`src/rtl/pipelined_left_shifter_pkg.sv`:
```
// Shared widths, per-stage shift distances and the stage record
// used by every file of the pipelined left shifter.
package pipelined_left_shifter_pkg;

  localparam int DATA_W     = 32'sd32;
  localparam int AMT_W      = 32'sd5;
  localparam int TAG_W      = 32'sd4;
  localparam int NUM_STAGES = 32'sd5;

  localparam int SHIFT_S1 = 32'sd16;
  localparam int SHIFT_S2 = 32'sd8;
  localparam int SHIFT_S3 = 32'sd4;
  localparam int SHIFT_S4 = 32'sd2;
  localparam int SHIFT_S5 = 32'sd1;

  typedef struct packed {
    logic              valid;
    logic [DATA_W-1:0] data;
    logic [AMT_W-1:0]  amount;
    logic [TAG_W-1:0]  tag;
  } stage_t;

  localparam stage_t STAGE_RESET = '{
    valid:  1'b0,
    data:   {DATA_W{1'b0}},
    amount: {AMT_W{1'b0}},
    tag:    {TAG_W{1'b0}}
  };

  function automatic int stage_shift(input int stage);
    case (stage)
      32'sd1:  return SHIFT_S1;
      32'sd2:  return SHIFT_S2;
      32'sd3:  return SHIFT_S3;
      32'sd4:  return SHIFT_S4;
      32'sd5:  return SHIFT_S5;
      default: return 32'sd0;
    endcase
  endfunction

endpackage

```
`src/rtl/pipelined_left_shifter_if.sv`:
```
// Request/result handshake bundle of the pipelined left shifter.
interface pipelined_left_shifter_if;
  import pipelined_left_shifter_pkg::*;

  logic              in_valid;
  logic              in_ready;
  logic [DATA_W-1:0] in_x;
  logic [AMT_W-1:0]  in_amount;
  logic [TAG_W-1:0]  in_tag;
  logic              flush;
  logic              out_valid;
  logic              out_ready;
  logic [DATA_W-1:0] out_data;
  logic [TAG_W-1:0]  out_tag;

  modport master (
    output in_valid, in_x, in_amount, in_tag, flush, out_ready,
    input  in_ready, out_valid, out_data, out_tag
  );

  modport slave (
    input  in_valid, in_x, in_amount, in_tag, flush, out_ready,
    output in_ready, out_valid, out_data, out_tag
  );

endinterface

```
`src/rtl/left_shift_stage.sv`:
```
// One registered pipeline stage: shifts by a fixed SHIFT when amount bit
// BIT_IDX is set, then retires that bit from the carried amount.
module left_shift_stage
  import pipelined_left_shifter_pkg::*;
#(
  parameter int SHIFT   = 32'sd1,
  parameter int BIT_IDX = 32'sd0
) (
  input  logic   clock,
  input  logic   reset,
  input  logic   flush,
  input  logic   advance,
  input  stage_t prev,
  output stage_t cur
);

  stage_t            cur_r;
  logic [DATA_W-1:0] shifted_s;
  logic [AMT_W-1:0]  remaining_s;

  // Fixed-distance shift selected by this stage's amount bit.
  always_comb begin
    shifted_s   = prev.data;
    remaining_s = prev.amount;
    if (prev.amount[BIT_IDX]) begin
      shifted_s = prev.data << SHIFT;
    end else begin
      shifted_s = prev.data;
    end
    remaining_s[BIT_IDX] = 1'b0;
  end

  // Stage register; payload only loads with a valid request so bubbles leave it untouched.
  always_ff @(posedge clock or posedge reset) begin
    if (reset) begin
      cur_r <= STAGE_RESET;
    end else if (flush) begin
      cur_r.valid <= 1'b0;
    end else if (advance) begin
      cur_r.valid <= prev.valid;
      if (prev.valid) begin
        cur_r.data   <= shifted_s;
        cur_r.amount <= remaining_s;
        cur_r.tag    <= prev.tag;
      end
    end
  end

  assign cur = cur_r;

endmodule

```
`src/rtl/pipelined_left_shifter.sv`:
```
// Five-stage logical left shifter (16/8/4/2/1) with valid/ready flow
// control, flush, and outputs taken straight from the last stage.
module pipelined_left_shifter
  import pipelined_left_shifter_pkg::*;
(
  input logic                     clock,
  input logic                     reset,
  pipelined_left_shifter_if.slave bus
);

  stage_t                stages_s [1:NUM_STAGES];
  stage_t                request_s;
  logic [NUM_STAGES:1]   advance_s;
  logic                  hole_s;
  logic                  in_ready_s;

  // A stage moves when it, or any stage downstream of it, has room (or the sink takes S5).
  always_comb begin
    hole_s    = bus.out_ready;
    advance_s = {NUM_STAGES{1'b0}};
    for (int k = NUM_STAGES; k >= 1; k--) begin
      hole_s       = hole_s || !stages_s[k].valid;
      advance_s[k] = hole_s;
    end
  end

  assign in_ready_s = advance_s[1] && !bus.flush && !reset;

  // Incoming request presented to the first stage.
  always_comb begin
    request_s.valid  = bus.in_valid && in_ready_s;
    request_s.data   = bus.in_x;
    request_s.amount = bus.in_amount;
    request_s.tag    = bus.in_tag;
  end

  for (genvar k = 1; k <= NUM_STAGES; k++) begin : g_stage
    if (k == 1) begin : g_first
      left_shift_stage #(
        .SHIFT   (stage_shift(k)),
        .BIT_IDX (AMT_W - k)
      ) u_stage (
        .clock   (clock),
        .reset   (reset),
        .flush   (bus.flush),
        .advance (advance_s[k]),
        .prev    (request_s),
        .cur     (stages_s[k])
      );
    end else begin : g_next
      left_shift_stage #(
        .SHIFT   (stage_shift(k)),
        .BIT_IDX (AMT_W - k)
      ) u_stage (
        .clock   (clock),
        .reset   (reset),
        .flush   (bus.flush),
        .advance (advance_s[k]),
        .prev    (stages_s[k-1]),
        .cur     (stages_s[k])
      );
    end
  end

  assign bus.in_ready  = in_ready_s;
  assign bus.out_valid = stages_s[NUM_STAGES].valid;
  assign bus.out_data  = stages_s[NUM_STAGES].data;
  assign bus.out_tag   = stages_s[NUM_STAGES].tag;

endmodule

```
`src/flat_wrapper.sv`:
```
// flat-port wrapper written by rule: the top's interface ports become plain ports
module pipelined_left_shifter_flat import pipelined_left_shifter_pkg::*;
  (clock, reset, bus_in_valid, bus_in_x, bus_in_amount, bus_in_tag, bus_flush, bus_out_ready, bus_in_ready, bus_out_valid, bus_out_data, bus_out_tag);
  pipelined_left_shifter_if bus_i ();
  input logic clock;
  input logic reset;
  input wire logic [$bits(bus_i.in_valid)-1:0] bus_in_valid;
  input wire logic [$bits(bus_i.in_x)-1:0] bus_in_x;
  input wire logic [$bits(bus_i.in_amount)-1:0] bus_in_amount;
  input wire logic [$bits(bus_i.in_tag)-1:0] bus_in_tag;
  input wire logic [$bits(bus_i.flush)-1:0] bus_flush;
  input wire logic [$bits(bus_i.out_ready)-1:0] bus_out_ready;
  output wire logic [$bits(bus_i.in_ready)-1:0] bus_in_ready;
  output wire logic [$bits(bus_i.out_valid)-1:0] bus_out_valid;
  output wire logic [$bits(bus_i.out_data)-1:0] bus_out_data;
  output wire logic [$bits(bus_i.out_tag)-1:0] bus_out_tag;
  assign bus_i.in_valid = bus_in_valid;
  assign bus_i.in_x = bus_in_x;
  assign bus_i.in_amount = bus_in_amount;
  assign bus_i.in_tag = bus_in_tag;
  assign bus_i.flush = bus_flush;
  assign bus_i.out_ready = bus_out_ready;
  assign bus_in_ready = bus_i.in_ready;
  assign bus_out_valid = bus_i.out_valid;
  assign bus_out_data = bus_i.out_data;
  assign bus_out_tag = bus_i.out_tag;
  pipelined_left_shifter u_core (.clock(clock), .reset(reset), .bus(bus_i));
endmodule
```
`config.mk`:
```
export PLATFORM = sky130hd
export DESIGN_NAME = pipelined_left_shifter_flat
export DESIGN_NICKNAME = d
export VERILOG_FILES = /design/src/rtl/pipelined_left_shifter_pkg.sv /design/src/rtl/pipelined_left_shifter_if.sv /design/src/rtl/left_shift_stage.sv /design/src/rtl/pipelined_left_shifter.sv /design/src/flat_wrapper.sv
export SDC_FILE = /design/constraint.sdc
export NUM_CORES = 1
export LEC_CHECK = 0
export CAP_MARGIN = 10
export CORE_MARGIN = 4
export CORE_UTILIZATION = 52
export DETAILED_ROUTE_END_ITERATION = 16
export GPL_TIMING_DRIVEN = 0
export PLACE_DENSITY = 0.76
export SYNTH_ARGS = -nofsm -noshare
export SYNTH_HDL_FRONTEND = slang
export SYNTH_SLANG_ARGS = --single-unit
```
`constraint.sdc`:
```
create_clock -name clock -period 6.3 [get_ports clock]
set_clock_uncertainty 0.15 [all_clocks]
set_input_delay 1.26 -clock clock [delete_from_list [all_inputs] [get_ports clock]]
set_output_delay 1.26 -clock clock [all_outputs]
set_load 0.01 [all_outputs]
```
== After elaboration in Yosys (flattened, before gate mapping) ==
Cells that the tools add are included.

* Register bits after elaboration: 195
* Bits in latches: 0
* Bits in writable memories: 0
* Memory bits (read-only): 0
* Logic and storage cells: 65
* Memories kept: 0

* $add $sub $neg: 0
* $mul: 0
* Div/mod/pow operators: 0
* Order comparisons: 0
* Equal/unequal tests: 0
* Shift-type cells: 0
* Muxes and demuxes: 20
* Bitwise logic cells: 1
* Reduce and logical (&&, ||, !) cells: 25

{| class="wikitable"
|+ Operators with widths
! operator !! count
|-
| two-way mux 42 bit || 5
|-
| two-way mux 41 bit || 5
|-
| two-way mux 32 bit || 5
|-
| AND reduction 3 bit || 5
|-
| nonzero test 2 bit || 5
|-
| logical NOT 1 bit || 7
|-
| logical OR 1 bit || 5
|-
| two-way mux 1 bit || 5
|-
| logical AND 1 bit || 3
|-
| NOT 1 bit || 1
|}

== Longest topological paths before layout ==
Gate-level depths: netlist of the first run.

* Word-level depth: 12
* Mapped depth: 6

== Hierarchy ==
A second synthesis of the first run with hierarchy kept.

* Cell total of the unflattened synthesis: 647
* Area total of the unflattened synthesis: 10885.4 sq um

{| class="wikitable"
|+ By module, submodules not included
! module !! instances !! cells each !! area each (sq um) !! sequential area each (sq um)
|-
| left_shift_stage at u_core.g_stage[5].g_next.u_stage || 1 || 128 || 2208.4 || 1026.0
|-
| left_shift_stage at u_core.g_stage[4].g_next.u_stage || 1 || 128 || 2199.6 || 1026.0
|-
| left_shift_stage at u_core.g_stage[3].g_next.u_stage || 1 || 128 || 2167.1 || 1026.0
|-
| left_shift_stage at u_core.g_stage[2].g_next.u_stage || 1 || 127 || 2152.1 || 1026.0
|-
| left_shift_stage at u_core.g_stage[1].g_first.u_stage || 1 || 127 || 2088.3 || 1026.0
|-
| pipelined_left_shifter || 1 || 9 || 70.1 || 0.0
|}

== Worst setup path before layout of the first run ==
OpenSTA, ideal clock, no wires.

* Kind: input to register
* From: input port reset
* To: register u_core.g_stage[1].g_first.u_stage.cur_r, in the netlist u_core.g_stage[1].g_first.u_stage.cur[41]
* Library setup time: 0.088 ns
* Arrival time: 5.638 ns
* Slack: 0.423 ns
* Cell stages on the path: 3
* Buffers on the path: 0
* Cells stage by stage: inv_1 nand2_1 a21oi_1

* Longest elaborated chain between the ends: 5

{| class="wikitable"
|+ Ends and longest elaborated chain
! element !! line !! source
|-
| from (decl) || flat_wrapper.sv:6 || <nowiki>input logic reset;</nowiki>
|-
| logical NOT 1 bit || pipelined_left_shifter.sv:27 || <nowiki>assign in_ready_s = advance_s[1] && !bus.flush && !reset;</nowiki>
|-
| logical AND 1 bit || pipelined_left_shifter.sv:27 ||
|-
| logical AND 1 bit || pipelined_left_shifter.sv:31 || <nowiki>request_s.valid = bus.in_valid && in_ready_s;</nowiki>
|-
| two-way mux 42 bit || left_shift_stage.sv:39 || <nowiki>end else if (advance) begin</nowiki>
|-
| two-way mux 1 bit || left_shift_stage.sv:37 || <nowiki>end else if (flush) begin</nowiki>
|-
| to (decl) || left_shift_stage.sv:17 || <nowiki>stage_t cur_r;</nowiki>
|}

Every way passes these cells. The select of a mux whose other input is x is not followed.
A chain may end at the register's enable or synchronous reset.

== Worst setup path in the final report of the first run ==
* From: input port bus_out_ready
* To: output port bus_in_ready

* Longest elaborated chain between the ends: 7

{| class="wikitable"
|+ Ends and longest elaborated chain
! element !! line !! source
|-
| from (decl) || flat_wrapper.sv:12 || <nowiki>input wire logic [$bits(bus_i.out_ready)-1:0] bus_out_ready;</nowiki>
|-
| logical OR 1 bit (5 in a row) || pipelined_left_shifter.sv:22 || <nowiki>hole_s = hole_s || !stages_s[k].valid;</nowiki>
|-
| logical AND 1 bit (2 in a row) || pipelined_left_shifter.sv:27 ||
|-
| to (decl) || flat_wrapper.sv:13 || <nowiki>output wire logic [$bits(bus_i.in_ready)-1:0] bus_in_ready;</nowiki>
|}

Every way passes these cells.

==> results of run 1 <==
through the flow:
stage / hold WS (ps) / worst slack (ps) / utilization / total power, W / instance area [µm²]
floorplan: 324 / 1760 / - / 0.00219 / 8970
global placement: 333 / 306 / 0.600 / 0.00238 / 10100
detailed placement: 343 / 2040 / 0.607 / 0.00242 / 10200
CTS: 358 / 2030 / 0.647 / 0.00362 / 10800
global route: 369 / 1980 / 0.647 / 0.00375 / 10800
finish: 356 / 2030 / 0.647 / 0.00358 / 10800
report_power, final:
group | switching, W | total (W) | internal [W]
combinational | 0.000267 | 0.000730 | 0.000463
sequential | 0.000168 | 0.00166 | 0.00149
clock | 0.000460 | 0.00120 | 0.000738
flip-flops by register name, summed over array words and instances, names as in the netlist:
register,cells
u_core.g_stage.g_next.u_stage.cur,154
u_core.g_stage.g_first.u_stage.cur,41
cell families after synthesis:
kind of cell,after synthesis,share of synthesized area
multiplexers,303,0.385
AND/OR/NAND/NOR,32,0.0216
flip-flops,195,0.544
AO/OA/AOI/OAI,23,0.0213
buffers and inverters,43,0.0283
layer usage:
metal  up-vias  GRT usage
li1       2365          -
met1      2645      0.240
met2        71      0.316
met3        28     0.0319
met4         0     0.0587
met5         -          0
layout by cell type, fill, tap and decap left out, types with 4 or more instances in the layout:
| cell | instances |
|---|---|
| a22o_1 | 16 |
| buf_12 | 4 |
| buf_2 | 17 |
| buf_6 | 9 |
| bufinv_16 | 5 |
| clkbuf_1 | 13 |
| clkbuf_16 | 17 |
| clkdlybuf4s50_1 | 81 |
| clkinv_4 | 4 |
| dfrtp_1 | 195 |
| mux2_2 | 293 |
| mux2_4 | 10 |
| nor2_1 | 7 |
| nor2b_1 | 16 |
worst max-delay path: cells and delay by family:
kind          cells  cell delay [ps]
buf+inv           2              910
simple gates      3              680
worst paths after layout:
check,from,to,slack [ps]
worst min-delay path,u_core.g_stage[4].g_next.u_stage.cur[0],u_core.g_stage[4].g_next.u_stage.cur[0],360
worst max-delay path,bus_out_ready,bus_in_ready,2030
worst min register to register,u_core.g_stage[4].g_next.u_stage.cur[0],u_core.g_stage[4].g_next.u_stage.cur[0],360
min in group asynchronous,reset,u_core.g_stage[1].g_first.u_stage.cur[41],1120
worst max register to register,u_core.g_stage[5].g_next.u_stage.cur[41],u_core.g_stage[5].g_next.u_stage.cur[0],4200
max in group asynchronous,reset,u_core.g_stage[5].g_next.u_stage.cur[18],3850
cell type report:
type,count,area share
repair buffers,86,0.0848
clock buffers,20,0.0431
plain buffers,40,0.0224
well taps,220,0.0254
flip-flops and latches,195,0.450
clock inverters,12,0.0187
multi-input cells,358,0.354
inverters,3,0.00139
==> reports/qor.csv, run 1 <==
stage,metric,value,unit
run_status,status,"finished, final reports clean",
global_routing,grt_overflow,0,
worst_setup_path,critPathRequiredTime,4890,ps
detailed_routing,wl_per_cell,18.6,µm
synth,avgSynthCellArea,15.0,µm²
layout,areaGrowthSynthToFinish,20.8,%
worst_setup_path,path_class,input port to output port,
clock_network,ctsResizeCount,0,
floorplan,std_cell_rows,47,
clock_network,cts_hold_buf,0,
floorplan,core,16800,µm²
clock_network,cts_buffer_depth,2,
worst_setup_path,endpoint_kind,output port,
detailed_routing,wl_met1,7730,µm
synth,async_flop_share,1.00,
detailed_routing,drtIter0Drc,166,
synth,syn_area,8970,µm²
floorplan,dieWidth,139,µm
floorplan,initial_utilization,0.535,
flow_run,maxCapViolCount,0,
global_routing,grt_pass1_vias,5708,
timing,period_share,0.678,
worst_setup_path,rr_worst_depth,5,
synth,yosysSeqAreaShare,0.544,
floorplan,die_h,139,µm
clock_network,insertion_delay,420,ps
detailed_routing,detail-route-antenna-nets,0,
timing,rsz0062_at_grt,no,
timing,finalSetupTns,0,ps
power,power_density,331,nW/µm²
synth,synth.distinct_cells,24,
layout,diodes,0,
floorplan,design.die.area,19400,µm²
clock_network,cts.clk_slew.worst_paths,70,ps
synth,synthTopCellsByCount,"293 x mux2_2, 195 x dfrtp_1, 17 x buf_2",
global_routing,grt_max_degree,45,
detailed_routing,vias,5109,
clock_network,cts_buffers,17,
global_routing,grt_pass1_wl,28900,µm
timing,slew_headroom,0.541,
synth,ys_warn_count,0,
timing,hold_viol,0,
detailed_routing,dr.pass1.iters,6,
min_path,min_path_type,flip-flop to flip-flop,
synth,synth_top_cell_by_area,dfrtp_1,
placed_design,port_buffers,81,
placed_design,hpwlAfterDp,13000,µm
placed_design,dp.cells,902,
worst_setup_path,slowest_delay,480,ps
layout,multi_input_area,3830,µm²
timing,worst_pin_slew,688,ps
synth,synth-seq-cells,195,
layout,fill_cells,1265,
worst_setup_path,crit_arrival,2860,ps
placed_design,gp_congestion,0.836,
min_path,holdPathStages,1,
synth,syn_inst,596,
global_routing,track_usage,0.184,
worst_setup_path,crit_fanout,5,
worst_setup_path,crit_path_cell_trace,clkdlybuf4s50_1 -> and4b_4 -> nand3_1 -> and2_1 -> clkdlybuf4s50_1,
floorplan,io_pins,84,
detailed_routing,route.met3.wl,380,µm
synth,synth_ff_type,dfrtp_1,
synth,syn_nets,642,
clock_network,root_buffer,clkbuf_16,
clock_network,clock-sinks,195,
detailed_routing,via_per_inst,5.47,
detailed_routing,wl_met2,8940,µm
layout,drive_gt1_frac,0.520,
detailed_routing,top_layer,met4,
synth,synth_edf_count,0,
power,ir_worst_vdd,0.000231,V
synth,yosysTopAreaCellShare,0.544,
worst_setup_path,cp_slowest_cell,clkdlybuf4s50_1,
layout,final_cells,934,
detailed_routing,drc,0,
timing,final_max_slew_viol_count,0,
worst_setup_path,crit_top_cell,clkdlybuf4s50_1,
worst_setup_path,worstSetupStartpointType,input port,
clock_network,cts_tree,done,
clock_network,cts-htree-levels,4,
detailed_routing,wirelength,17300,µm
layout,nets,747,
timing,period_minus_slack,4270,ps
synth,post-synth-top-count-cell,mux2_2,
power,p_leak,5.03,nW
layout,regArea,4880,µm²
clock_network,post-cts-setup-buffers,0,
timing,clock.fmax,0.234,GHz
timing,setup_violations,0,
synth,synth_area_leaders,"dfrtp_1 54%, mux2_2 37%, mux2_4 1.7%, a22o_1 1.6%, buf_6 1.1%",
global_routing,antenna_found_initial,0,
No activity file was read; power rests on OpenSTA's default activity.
==> inputs of run 2 (changes only) <==
--- a/config.mk
+++ b/config.mk
@@ -7,10 +7,10 @@
 export LEC_CHECK = 0
 export CAP_MARGIN = 10
 export CORE_MARGIN = 4
-export CORE_UTILIZATION = 52
+export CORE_UTILIZATION = 53
 export DETAILED_ROUTE_END_ITERATION = 16
 export GPL_TIMING_DRIVEN = 0
-export PLACE_DENSITY = 0.76
+export PLACE_DENSITY = 0.75
 export SYNTH_ARGS = -nofsm -noshare
 export SYNTH_HDL_FRONTEND = slang
 export SYNTH_SLANG_ARGS = --single-unit
==> constraint.sdc (replaced) <==
create_clock -name clock -period 4.4 [get_ports clock]
set_clock_uncertainty 0.15 [all_clocks]
set_input_delay 0.88 -clock clock [delete_from_list [all_inputs] [get_ports clock]]
set_output_delay 0.88 -clock clock [all_outputs]
set_load 0.01 [all_outputs]
==> run 2 against run 1 <==
Core utilization fell by 0.14 points. Clock power increased by 22%. Cell count down 0.11%. Largest power group unchanged.
==> reports/qor.csv, run 2 (synthesis gave the netlist of run 1 again) <==
stage,metric,value,unit,change
global_routing,grt_max_degree,47,,+4.4%
clock_network,post-cts-setup-buffers,0,,unchanged
timing,setup_violations,0,,unchanged
worst_setup_path,crit_fanout,5,,unchanged
worst_setup_path,path_class,input port to output port,,
worst_setup_path,crit_arrival,2410,ps,-450 ps
detailed_routing,detail-route-antenna-nets,0,,unchanged
clock_network,ctsResizeCount,0,,unchanged
power,sw_frac_of_total,0.266,,+0.0161
placed_design,dp.cells,901,,-0.11%
timing,slew_headroom,0.502,,-0.0388
clock_network,cts_buffer_depth,2,,unchanged
worst_setup_path,cp_slowest_cell,clkdlybuf4s50_1,,
power,p_leak,4.96,nW,-1.4%
layout,largest_reg_flops,154,,unchanged
flow_run,maxCapViolCount,0,,unchanged
clock_network,cts.clk_slew.worst_paths,70,ps,about the same
clock_network,clock-sinks,195,,unchanged
worst_setup_path,endpoint_kind,output port,,
floorplan,core,16600,µm²,-1.1%
timing,period_share,0.781,,
timing,worst_pin_slew,745,ps,+56.7 ps
detailed_routing,via_per_inst,5.34,,-2.4%
worst_setup_path,rrSetupSlack,2230,ps,-1970 ps
timing,hold_viol,0,,unchanged
worst_setup_path,critPathRequiredTime,3370,ps,-1520 ps
run_status,status,"finished, final reports clean",,
clock_network,cts_tree,done,,
timing,rsz0062_at_grt,no,,
clock_network,cts_hold_buf,0,,unchanged
power,pwr-share-seq,0.486,,+0.024
layout,design_area,10700,µm²,-1.3%
power,ir_worst_vdd,0.000316,V,+37%
detailed_routing,wirelength,16900,µm,-2.3%
global_routing,antenna_found_initial,0,,unchanged
floorplan,dieWidth,138,µm,-0.89%
timing,final_max_slew_viol_count,0,,unchanged
floorplan,initial_utilization,0.541,,+0.00569
power,p_clk_frac,0.300,,-0.034
worst_setup_path,crit_top_cell,clkdlybuf4s50_1,,
layout,drive_gt1_frac,0.519,,-0.000674
timing,period_minus_slack,3440,ps,
power,combPwrFrac,0.213,,+0.009
global_routing,grt_pass1_wl,28600,µm,-1.1%
floorplan,design.die.area,19100,µm²,-1.8%
clock_network,root_buffer,clkbuf_16,,
layout,diodes,0,,unchanged
layout,areaGrowthSynthToFinish,19.3,%,
floorplan,std_cell_rows,47,,unchanged
detailed_routing,drc,0,,unchanged
layout,layout_commonest_cell,mux2_2,,
worst_setup_path,worstSetupStartpointType,input port,,
detailed_routing,drtIter0Drc,193,,+16%
global_routing,grt_overflow,0,,unchanged
worst_setup_path,crit_family,buffers and inverters,,
layout,final_cells,933,,-0.11%
placed_design,gp_congestion,0.779,,-6.8%
min_path,min_path_type,flip-flop to flip-flop,,
placed_design,port_buffers,81,,unchanged
floorplan,die_h,138,µm,-0.89%
timing,finalSetupTns,0,ps,unchanged
worst_setup_path,crit_path_cell_trace,clkdlybuf4s50_1 -> and4b_4 -> nand3_1 -> and2_1 -> clkdlybuf4s50_1,,
placed_design,hpwlAfterDp,12800,µm,-1.9%
detailed_routing,wl_per_cell,18.2,µm,-2.2%
power,power_density,455,nW/µm²,+38%
worst_setup_path,slowest_delay,470,ps,about the same
layout,nets,746,,-0.13%
power,p_switching,0.00129,W,+45%
worst_setup_path,path_buf_inv,2,,unchanged
power,internal_power,0.00357,W,+33%
global_routing,grt_pass1_vias,5557,,-2.6%
detailed_routing,vias,4980,,-2.5%
floorplan,io_pins,84,,unchanged
clock_network,cts_buffers,17,,unchanged
detailed_routing,dr.pass1.iters,4,,-2
layout,final_cell_mix,"293 x mux2_2, 195 x dfrtp_1, 81 x clkdlybuf4s50_1, 17 x buf_2, 17 x clkbuf_16",,
clock_network,cts-htree-levels,4,,unchanged
global_routing,track_usage,0.186,,+0.00184
clock_network,insertion_delay,430,ps,about the same
placed_design,place_area,10100,µm²,-0.27%
timing,clock.fmax,0.291,GHz,
[run 2: changes by cell type in the layout (fill, tap and decap cells not counted), sizes merged]
| cell | before | now |
|---|---|---|
| clkinvlp | 2 | 4 |
| clkbuf | 33 | 30 |
| buf | 32 | 31 |
| bufinv | 5 | 1 |
| clkinv | 6 | 8 |
| inv | 2 | 5 |
[run 2: routing by layer]
| layer | global-route usage | routed length (µm) | up-vias |
|---|---|---|---|
| met1 | 0.240 | 7550 | 2548 |
| met4 | 0.0530 | 222 | 0 |
| met2 | 0.322 | 8760 | 59 |
| li1 | - | - | 2355 |
| met3 | 0.0363 | 419 | 18 |
| met5 | 0 | 0 | - |
[run 2: final cells by class]
cell class              instances  area, µm²
clock inverters                15        134
well taps                     220        275
repair buffers                 85        891
fillers                      1260       5890
multi-input cells             358       3830
inverters                       3       15.0
flip-flops and latches        195       4880
plain buffers                  40        243
clock buffers                  17        425
[run 2: power by group through the flow]
stage	clock, W	sequential (W)	combinational [W]
after floorplan	0	0.00230	0.000832
after global placement	0	0.00239	0.00102
after detailed placement	0	0.00240	0.00105
after CTS	0.00149	0.00237	0.00106
after global routing	0.00157	0.00241	0.00114
final	0.00146	0.00237	0.00104
[run 2: final timing paths]
check                                                         startpoint                                         to  depth (start not counted)
worst max register to register  u_core.g_stage[5].g_next.u_stage.cur[41]   u_core.g_stage[5].g_next.u_stage.cur[10]                          5
worst min-delay path            u_core.g_stage[1].g_first.u_stage.cur[2]    u_core.g_stage[2].g_next.u_stage.cur[2]                          1
worst min register to register  u_core.g_stage[1].g_first.u_stage.cur[2]    u_core.g_stage[2].g_next.u_stage.cur[2]                          1
max in group asynchronous                                          reset   u_core.g_stage[3].g_next.u_stage.cur[10]                          4
worst max-delay path                                       bus_out_ready                               bus_in_ready                          5
min in group asynchronous                                          reset  u_core.g_stage[1].g_first.u_stage.cur[41]                          2
[run 2: metrics by stage]
step	hold slack (ps)	setup WS [ps]	power [W]	util
global placement	334	-1230	0.00341	0.607
CTS	356	953	0.00492	0.645
finish	349	962	0.00487	0.645
global route	367	911	0.00512	0.645
floorplan	324	240	0.00314	-
detailed placement	340	953	0.00346	0.611
